### src/rtl/vx_launch_if.sv
// Signal bundle between the launch sequencer, its host control registers
// and the Vortex core DCR/reset/busy pins.
interface vx_launch_if #(
   parameter int DCR_ADDR_W = 12,
   parameter int DCR_DATA_W = 32,
   parameter int CYC_W      = 44
);
   logic                  cfg_wr_valid;
   logic [DCR_ADDR_W-1:0] cfg_wr_addr;
   logic [DCR_DATA_W-1:0] cfg_wr_data;
   logic                  cfg_clear;
   logic                  cfg_full;
   logic                  start;
   logic                  abort;
   logic                  dcr_wr_valid;
   logic [DCR_ADDR_W-1:0] dcr_wr_addr;
   logic [DCR_DATA_W-1:0] dcr_wr_data;
   logic                  vx_reset;
   logic                  vx_busy;
   logic                  active;
   logic                  done;
   logic                  err;
   logic [CYC_W-1:0]      run_cycles;

   modport slave (
      input  cfg_wr_valid, cfg_wr_addr, cfg_wr_data, cfg_clear,
      input  start, abort, vx_busy,
      output cfg_full, dcr_wr_valid, dcr_wr_addr, dcr_wr_data,
      output vx_reset, active, done, err, run_cycles
   );

   modport master (
      output cfg_wr_valid, cfg_wr_addr, cfg_wr_data, cfg_clear,
      output start, abort, vx_busy,
      input  cfg_full, dcr_wr_valid, dcr_wr_addr, dcr_wr_data,
      input  vx_reset, active, done, err, run_cycles
   );
endinterface

### src/rtl/vx_launch_ctrl.sv
// Kernel-launch sequencer: replays the DCR table, pulses core reset,
// then tracks vx_busy through one run and reports done/err/run_cycles.
module vx_launch_ctrl #(
   parameter int DCR_ADDR_W   = 12,
   parameter int DCR_DATA_W   = 32,
   parameter int NUM_DCRS     = 4,
   parameter int RESET_DELAY  = 8,
   parameter int BUSY_TIMEOUT = 256,
   parameter int CYC_W        = 44
) (
   input  logic           clk,
   input  logic           resetn,
   vx_launch_if.slave     bus
);
   localparam logic [2:0] S_IDLE      = 3'd0;
   localparam logic [2:0] S_DCR_WR    = 3'd1;
   localparam logic [2:0] S_RST_HOLD  = 3'd2;
   localparam logic [2:0] S_BUSY_WAIT = 3'd3;
   localparam logic [2:0] S_RUN       = 3'd4;
   localparam logic [2:0] S_DONE      = 3'd5;

   localparam int CNT_W = $clog2(NUM_DCRS + 1);
   localparam int IDX_W = (NUM_DCRS > 1) ? $clog2(NUM_DCRS) : 1;
   localparam int TMR_W = 32;
   localparam logic [CNT_W-1:0] FULL      = CNT_W'(NUM_DCRS);
   localparam logic [TMR_W-1:0] HOLD_LAST = TMR_W'(RESET_DELAY - 1);
   localparam logic [TMR_W-1:0] TO_LAST   = TMR_W'(BUSY_TIMEOUT - 1);

   logic [2:0]            state_q, state_d;
   logic [CNT_W-1:0]      count_q, count_d;
   logic [CNT_W-1:0]      idx_q, idx_d;
   logic [TMR_W-1:0]      tmr_q, tmr_d;
   logic                  vx_reset_q, vx_reset_d;
   logic                  dcr_wr_valid_q, dcr_wr_valid_d;
   logic [DCR_ADDR_W-1:0] dcr_wr_addr_q, dcr_wr_addr_d;
   logic [DCR_DATA_W-1:0] dcr_wr_data_q, dcr_wr_data_d;
   logic                  done_q, done_d;
   logic                  err_q, err_d;
   logic [CYC_W-1:0]      run_cycles_q, run_cycles_d;
   logic                  active_q, active_d;
   logic                  cfg_full_q, cfg_full_d;

   logic [DCR_ADDR_W-1:0] tbl_addr_q [NUM_DCRS];
   logic [DCR_DATA_W-1:0] tbl_data_q [NUM_DCRS];
   logic                  is_idle;
   logic                  tbl_we;
   logic [DCR_ADDR_W-1:0] first_addr;
   logic [DCR_DATA_W-1:0] first_data;

   always_comb begin
      is_idle = (state_q == S_IDLE);
      tbl_we  = is_idle && bus.cfg_wr_valid && !bus.cfg_clear && (count_q != FULL);
      count_d = count_q;
      if (is_idle && bus.cfg_clear)
         count_d = '0;
      else if (tbl_we)
         count_d = count_q + CNT_W'(1);
      // entry 0 may be landing in the same cycle as start
      first_addr = tbl_addr_q[0];
      first_data = tbl_data_q[0];
      if (count_q == '0) begin
         first_addr = bus.cfg_wr_addr;
         first_data = bus.cfg_wr_data;
      end
   end

   always_comb begin
      state_d        = state_q;
      idx_d          = idx_q;
      tmr_d          = tmr_q;
      vx_reset_d     = vx_reset_q;
      dcr_wr_valid_d = 1'b0;
      dcr_wr_addr_d  = '0;
      dcr_wr_data_d  = '0;
      done_d         = 1'b0;
      err_d          = err_q;
      run_cycles_d   = run_cycles_q;
      if (!vx_reset_q && run_cycles_q != '1)
         run_cycles_d = run_cycles_q + CYC_W'(1);
      if (!is_idle && bus.abort) begin
         state_d    = S_IDLE;
         vx_reset_d = 1'b1;
      end else begin
         unique case (state_q)
            S_IDLE: begin
               vx_reset_d = 1'b1;
               if (bus.start) begin
                  err_d        = 1'b0;
                  run_cycles_d = '0;
                  tmr_d        = '0;
                  if (count_d == '0) begin
                     state_d = S_RST_HOLD;
                  end else begin
                     state_d        = S_DCR_WR;
                     dcr_wr_valid_d = 1'b1;
                     dcr_wr_addr_d  = first_addr;
                     dcr_wr_data_d  = first_data;
                     idx_d          = CNT_W'(1);
                  end
               end
            end
            S_DCR_WR: begin
               if (idx_q < count_q) begin
                  dcr_wr_valid_d = 1'b1;
                  dcr_wr_addr_d  = tbl_addr_q[idx_q[IDX_W-1:0]];
                  dcr_wr_data_d  = tbl_data_q[idx_q[IDX_W-1:0]];
                  idx_d          = idx_q + CNT_W'(1);
               end else begin
                  state_d = S_RST_HOLD;
                  tmr_d   = '0;
               end
            end
            S_RST_HOLD: begin
               if (tmr_q == HOLD_LAST) begin
                  state_d    = S_BUSY_WAIT;
                  vx_reset_d = 1'b0;
                  tmr_d      = '0;
               end else begin
                  tmr_d = tmr_q + TMR_W'(1);
               end
            end
            S_BUSY_WAIT: begin
               if (bus.vx_busy) begin
                  state_d = S_RUN;
               end else if (BUSY_TIMEOUT != 0 && tmr_q == TO_LAST) begin
                  state_d    = S_DONE;
                  vx_reset_d = 1'b1;
                  done_d     = 1'b1;
                  err_d      = 1'b1;
               end else begin
                  tmr_d = tmr_q + TMR_W'(1);
               end
            end
            S_RUN: begin
               if (!bus.vx_busy) begin
                  state_d    = S_DONE;
                  vx_reset_d = 1'b1;
                  done_d     = 1'b1;
               end
            end
            S_DONE: state_d = S_IDLE;
            default: begin
               state_d    = S_IDLE;
               vx_reset_d = 1'b1;
            end
         endcase
      end
      active_d   = (state_d != S_IDLE);
      cfg_full_d = (count_d == FULL);
   end

   always_ff @(posedge clk) begin
      if (!resetn) begin
         state_q        <= S_IDLE;
         count_q        <= '0;
         idx_q          <= '0;
         tmr_q          <= '0;
         vx_reset_q     <= 1'b1;
         dcr_wr_valid_q <= 1'b0;
         dcr_wr_addr_q  <= '0;
         dcr_wr_data_q  <= '0;
         done_q         <= 1'b0;
         err_q          <= 1'b0;
         run_cycles_q   <= '0;
         active_q       <= 1'b0;
         cfg_full_q     <= 1'b0;
      end else begin
         state_q        <= state_d;
         count_q        <= count_d;
         idx_q          <= idx_d;
         tmr_q          <= tmr_d;
         vx_reset_q     <= vx_reset_d;
         dcr_wr_valid_q <= dcr_wr_valid_d;
         dcr_wr_addr_q  <= dcr_wr_addr_d;
         dcr_wr_data_q  <= dcr_wr_data_d;
         done_q         <= done_d;
         err_q          <= err_d;
         run_cycles_q   <= run_cycles_d;
         active_q       <= active_d;
         cfg_full_q     <= cfg_full_d;
      end
   end

   // table storage needs no reset: count_q gates every read
   always_ff @(posedge clk) begin
      if (tbl_we) begin
         tbl_addr_q[count_q[IDX_W-1:0]] <= bus.cfg_wr_addr;
         tbl_data_q[count_q[IDX_W-1:0]] <= bus.cfg_wr_data;
      end
   end

   assign bus.cfg_full     = cfg_full_q;
   assign bus.dcr_wr_valid = dcr_wr_valid_q;
   assign bus.dcr_wr_addr  = dcr_wr_addr_q;
   assign bus.dcr_wr_data  = dcr_wr_data_q;
   assign bus.vx_reset     = vx_reset_q;
   assign bus.active       = active_q;
   assign bus.done         = done_q;
   assign bus.err          = err_q;
   assign bus.run_cycles   = run_cycles_q;
endmodule

### src/flat_wrapper.sv
// flat-port wrapper written by rule: the top's interface ports become plain ports
module vx_launch_ctrl_flat 
#(
   parameter int DCR_ADDR_W   = 12,
   parameter int DCR_DATA_W   = 32,
   parameter int NUM_DCRS     = 4,
   parameter int RESET_DELAY  = 8,
   parameter int BUSY_TIMEOUT = 256,
   parameter int CYC_W        = 44
)
  (clk, resetn, bus_cfg_wr_valid, bus_cfg_wr_addr, bus_cfg_wr_data, bus_cfg_clear, bus_start, bus_abort, bus_vx_busy, bus_cfg_full, bus_dcr_wr_valid, bus_dcr_wr_addr, bus_dcr_wr_data, bus_vx_reset, bus_active, bus_done, bus_err, bus_run_cycles);
  vx_launch_if #(.DCR_ADDR_W(DCR_ADDR_W), .DCR_DATA_W(DCR_DATA_W), .CYC_W(CYC_W)) bus_i ();
  input  logic clk;
  input  logic resetn;
  input wire logic [$bits(bus_i.cfg_wr_valid)-1:0] bus_cfg_wr_valid;
  input wire logic [$bits(bus_i.cfg_wr_addr)-1:0] bus_cfg_wr_addr;
  input wire logic [$bits(bus_i.cfg_wr_data)-1:0] bus_cfg_wr_data;
  input wire logic [$bits(bus_i.cfg_clear)-1:0] bus_cfg_clear;
  input wire logic [$bits(bus_i.start)-1:0] bus_start;
  input wire logic [$bits(bus_i.abort)-1:0] bus_abort;
  input wire logic [$bits(bus_i.vx_busy)-1:0] bus_vx_busy;
  output wire logic [$bits(bus_i.cfg_full)-1:0] bus_cfg_full;
  output wire logic [$bits(bus_i.dcr_wr_valid)-1:0] bus_dcr_wr_valid;
  output wire logic [$bits(bus_i.dcr_wr_addr)-1:0] bus_dcr_wr_addr;
  output wire logic [$bits(bus_i.dcr_wr_data)-1:0] bus_dcr_wr_data;
  output wire logic [$bits(bus_i.vx_reset)-1:0] bus_vx_reset;
  output wire logic [$bits(bus_i.active)-1:0] bus_active;
  output wire logic [$bits(bus_i.done)-1:0] bus_done;
  output wire logic [$bits(bus_i.err)-1:0] bus_err;
  output wire logic [$bits(bus_i.run_cycles)-1:0] bus_run_cycles;
  assign bus_i.cfg_wr_valid = bus_cfg_wr_valid;
  assign bus_i.cfg_wr_addr = bus_cfg_wr_addr;
  assign bus_i.cfg_wr_data = bus_cfg_wr_data;
  assign bus_i.cfg_clear = bus_cfg_clear;
  assign bus_i.start = bus_start;
  assign bus_i.abort = bus_abort;
  assign bus_i.vx_busy = bus_vx_busy;
  assign bus_cfg_full = bus_i.cfg_full;
  assign bus_dcr_wr_valid = bus_i.dcr_wr_valid;
  assign bus_dcr_wr_addr = bus_i.dcr_wr_addr;
  assign bus_dcr_wr_data = bus_i.dcr_wr_data;
  assign bus_vx_reset = bus_i.vx_reset;
  assign bus_active = bus_i.active;
  assign bus_done = bus_i.done;
  assign bus_err = bus_i.err;
  assign bus_run_cycles = bus_i.run_cycles;
  vx_launch_ctrl #(.DCR_ADDR_W(DCR_ADDR_W), .DCR_DATA_W(DCR_DATA_W), .NUM_DCRS(NUM_DCRS), .RESET_DELAY(RESET_DELAY), .BUSY_TIMEOUT(BUSY_TIMEOUT), .CYC_W(CYC_W)) u_core (.clk(clk), .resetn(resetn), .bus(bus_i));
endmodule
### config.mk
export PLATFORM = sky130hd
export DESIGN_NAME = vx_launch_ctrl_flat
export DESIGN_NICKNAME = d
export VERILOG_FILES = /design/src/rtl/vx_launch_if.sv /design/src/rtl/vx_launch_ctrl.sv /design/src/flat_wrapper.sv
export SDC_FILE = /design/constraint.sdc
export NUM_CORES = 1
export LEC_CHECK = 0
export CORE_MARGIN = 3
export CORE_UTILIZATION = 50
export DETAILED_ROUTE_END_ITERATION = 7
export PLACE_DENSITY = 0.82
export RECOVER_POWER = 100
export SLEW_MARGIN = 20
export SYNTH_ARGS = -nofsm -noshare
export SYNTH_HDL_FRONTEND = slang
export SYNTH_SLANG_ARGS = --single-unit
### constraint.sdc
create_clock -name clk -period 6.55 [get_ports clk]
set_input_delay 1.31 -clock clk [delete_from_list [all_inputs] [get_ports clk]]
set_output_delay 1.31 -clock clk [all_outputs]
set_load 0.1 [all_outputs]
==> flow_metrics.tcl <==
set metrics [dict create \
    post-place-ws_ps 2290 \
    violations "max-capacitance violations, max-slew violations" \
    placedCellCount 1431 \
    antenna_found_initial 6 \
    synth_cell_types 62 \
    postCtsHoldBufs 0 \
    drv_cap 6 \
    avgSynthCellArea_um2 13.0 \
    setup_ws_ps 1900 \
    clk_latency_ps 560 \
    max_freq_mhz 215 \
    fin_skew_ps 7.94 \
    crit_chain "dlygate4sd3_1 > and4b_1 > and2_0 > clkbuf_1" \
    setup_violations 0 \
    ioPinCount 145 \
    cts_resized 0 \
    tns_ps 0 \
    ant_nets 0 \
    synth-edff-count 176 \
    hpwl_um 17300 \
    path_delay_family "buffers and inverters" \
    synth.area.top_cells "edfxtp_1 (40%), dfxtp_1 (21%), mux4_2 (7.6%)" \
    grt.overflow.total 0 \
    ys_warn_count 0 \
    worst_setup_path_start_kind "input port" \
    drc 0 \
    die_height_um 168 \
    path_class "in2reg" \
    worstPathArrival_ps 4790 \
    min_period_ps 4650 \
    timing.slew.headroom -1.03 \
    grt_pass1_vias 8547 \
    ys_seq_area_frac 0.615 \
    grt_pass1_wl_um 45800 \
    io_buffers 144 \
    yosysTopAreaCell "edfxtp_1" \
    cts_max_level 1 \
    p_leak_nw 5.67 \
    power_w 0.00427 \
    outcome "complete, but fails checks" \
    placed_area_um2 14800 \
    hold_viol 0 \
    clock-sinks 313 \
    syn_nets 1061 \
    slowest_delay_ps 1660 \
    cp_max_fo 34 \
    synthesis.area_um2 13100 \
    ys_ff_latch 313 \
    grt_setup_unrepaired "no" \
    num_rows 58 \
    die_area_um2 28100 \
    synth-main-ff-cell "edfxtp_1" \
    cts_buffers 31 \
    nets 1194 \
    slowest_stage "clkbuf_1" \
    drt_wl_total_um 28400 \
    core_um2 25400 \
    hp-class "reg2reg" \
    gp_congestion 0.842 \
    gr-usage-all-layers 0.199 \
    endpoint_kind "flop" \
    clock_path_buffers 3 \
    netlist_instances 1001 \
    cts_tree "yes" \
    grt_max_degree 46 \
    clkTransAtPathRegs_ps 60 \
    async_reset_ff_frac 0 \
    wire_per_inst_um 19.1 \
    first_pass_iters 4 \
    p_per_area_nw_per_um2 271 \
    ir_worst_vdd_mv 0.218 \
    final_cell_area_um2 15800 \
    cts_root_buf "clkbuf_16" \
    vias 8658 \
    areaGrowthSynthToFinish_pct 20.8 \
    crit_buf_inv 2 \
    slew_violations 235 \
    die_w_um 168 \
    required_ps 6690 \
    drive_gt1_frac 0.0967 \
    cts_setup_buffers 0 \
    synth_top_area_share 0.405 \
    instances_no_fill 1491 \
    initial_core_util 0.514 \
    routed_via_density 5.81 \
    finalCritPeriodShare 0.711 \
    max_slew.worst_pin.slew_ps 3040 \
    drtIter0Drc 728 \
]
## final timing paths
path / from / to / slack (ps) / cells past startpoint
max: bus_cfg_clear / u_core.tbl_data_q[2][1]$_DFFE_PP_ / 1900 / 4
min: u_core.idx_q[2]$_SDFFE_PN0P_ / u_core.idx_q[2]$_SDFFE_PN0P_ / 490 / 2
max reg2reg: u_core.count_q[2]$_SDFF_PN0_ / u_core.tmr_q[1]$_SDFFE_PN0P_ / 2030 / 8
min reg2reg: u_core.idx_q[2]$_SDFFE_PN0P_ / u_core.idx_q[2]$_SDFFE_PN0P_ / 490 / 2
## Yosys cell counts (all sizes together), types with 5 or more instances
library cell,instances
a21oi,14
a2bb2oi,44
and2,10
and3,12
and4,6
buf,14
clkbuf,40
dfxtp,137
edfxtp,176
ha,9
inv,12
mux2i,46
mux4,44
nand2,42
nand3,31
nand4,25
nor2,131
nor2b,10
nor3,19
nor3b,7
nor4,32
o21ai,12
or3,5
or4,7
xnor2,45
xor2,25
## sequential cells by signal, summed over array words and instances, names as in the netlist, named ones only
register                 flops
u_core.bus.run_cycles       44
u_core.tbl_data_q          128
u_core.bus.vx_reset          1
u_core.bus.dcr_wr_data      32
u_core.count_q               3
u_core.tmr_q                32
u_core.bus.dcr_wr_valid      1
u_core.tbl_addr_q           48
u_core.state_q               3
u_core.bus.cfg_full          1
u_core.bus.active            1
u_core.bus.err               1
u_core.bus.done              1
u_core.bus.dcr_wr_addr      12
u_core.idx_q                 3
## metal layers
metal  up-vias  routed length (um)  part of all wire  track usage
met2       269               13900              0.49        0.337
met4         6                 719             0.025       0.0544
li1       4038                   -                 -            -
met1      4289               12100              0.42        0.264
met3        56                1720             0.060       0.0418
met5         -                  26           0.00091            0
## power by group
group          total [W]  switching (W)  internal (W)
Clock            0.00172       0.000716       0.00101
Combinational   0.000387       0.000235      0.000152
Sequential       0.00216      0.0000403       0.00212
Total            0.00427       0.000992       0.00328
## metrics by stage
step	utilization	hold WS, ps
6_report	0.621	494
5_1_grt	0.621	526
4_1_cts	0.622	499
3_5_place_dp	0.583	489
3_3_place_gp	0.583	473
2_1_floorplan	-	459
## cell usage in the layout, fill, tap and decap left out, drive strengths merged, types with 4 or more instances in the layout
| master | n |
|---|---|
| nand2 | 42 |
| nor2 | 131 |
| and3 | 12 |
| mux2i | 46 |
| nor4b | 4 |
| and4 | 6 |
| and2 | 10 |
| or4 | 7 |
| nand4 | 25 |
| xor2 | 25 |
| xnor2 | 45 |
| dlygate4sd3 | 141 |
| ha | 9 |
| buf | 5 |
| clkbuf | 48 |
| clkinv | 11 |
| nor3 | 19 |
| nor2b | 10 |
| a21o | 4 |
| or3 | 5 |
| o21ai | 12 |
| inv | 13 |
| nor3b | 7 |
| mux4 | 44 |
| a21oi | 14 |
| nand3 | 31 |
| nor4 | 32 |
| edfxtp | 176 |
| dfxtp | 137 |
| a2bb2oi | 44 |
## worst register-to-register path: stages, from the launching register on
cell and delay [ps]:
dfxtp_1 460, inv_1 70, ha_1 290, a21oi_1 180
o211ai_1 240, o21ai_0 2100, a21o_1 140, nand2_1 610
a21oi_1 340
## final cells by class
type,count,area [um2]
Inverter,12,45.0
Fill cell,1920,9630
Clock buffer,43,871
Timing Repair Buffer,154,1500
Sequential cell,313,8030
Tap cell,330,413
Multi-Input combinational cell,622,4770
Antenna cell,3,7.51
Clock inverter,14,131
## logic make-up after synthesis
| group | Yosys count | synth area share |
|---|---|---|
| AO/OA/AOI/OAI | 99 | 0.0580 |
| XOR/XNOR | 70 | 0.0470 |
| adder cells (fa/ha/maj) | 9 | 0.00863 |
| buffers and inverters | 66 | 0.0208 |
| flip-flops | 313 | 0.615 |
| multiplexers | 90 | 0.111 |
| AND/OR/NAND/NOR | 354 | 0.139 |
Power figures use the tool's default switching activity.
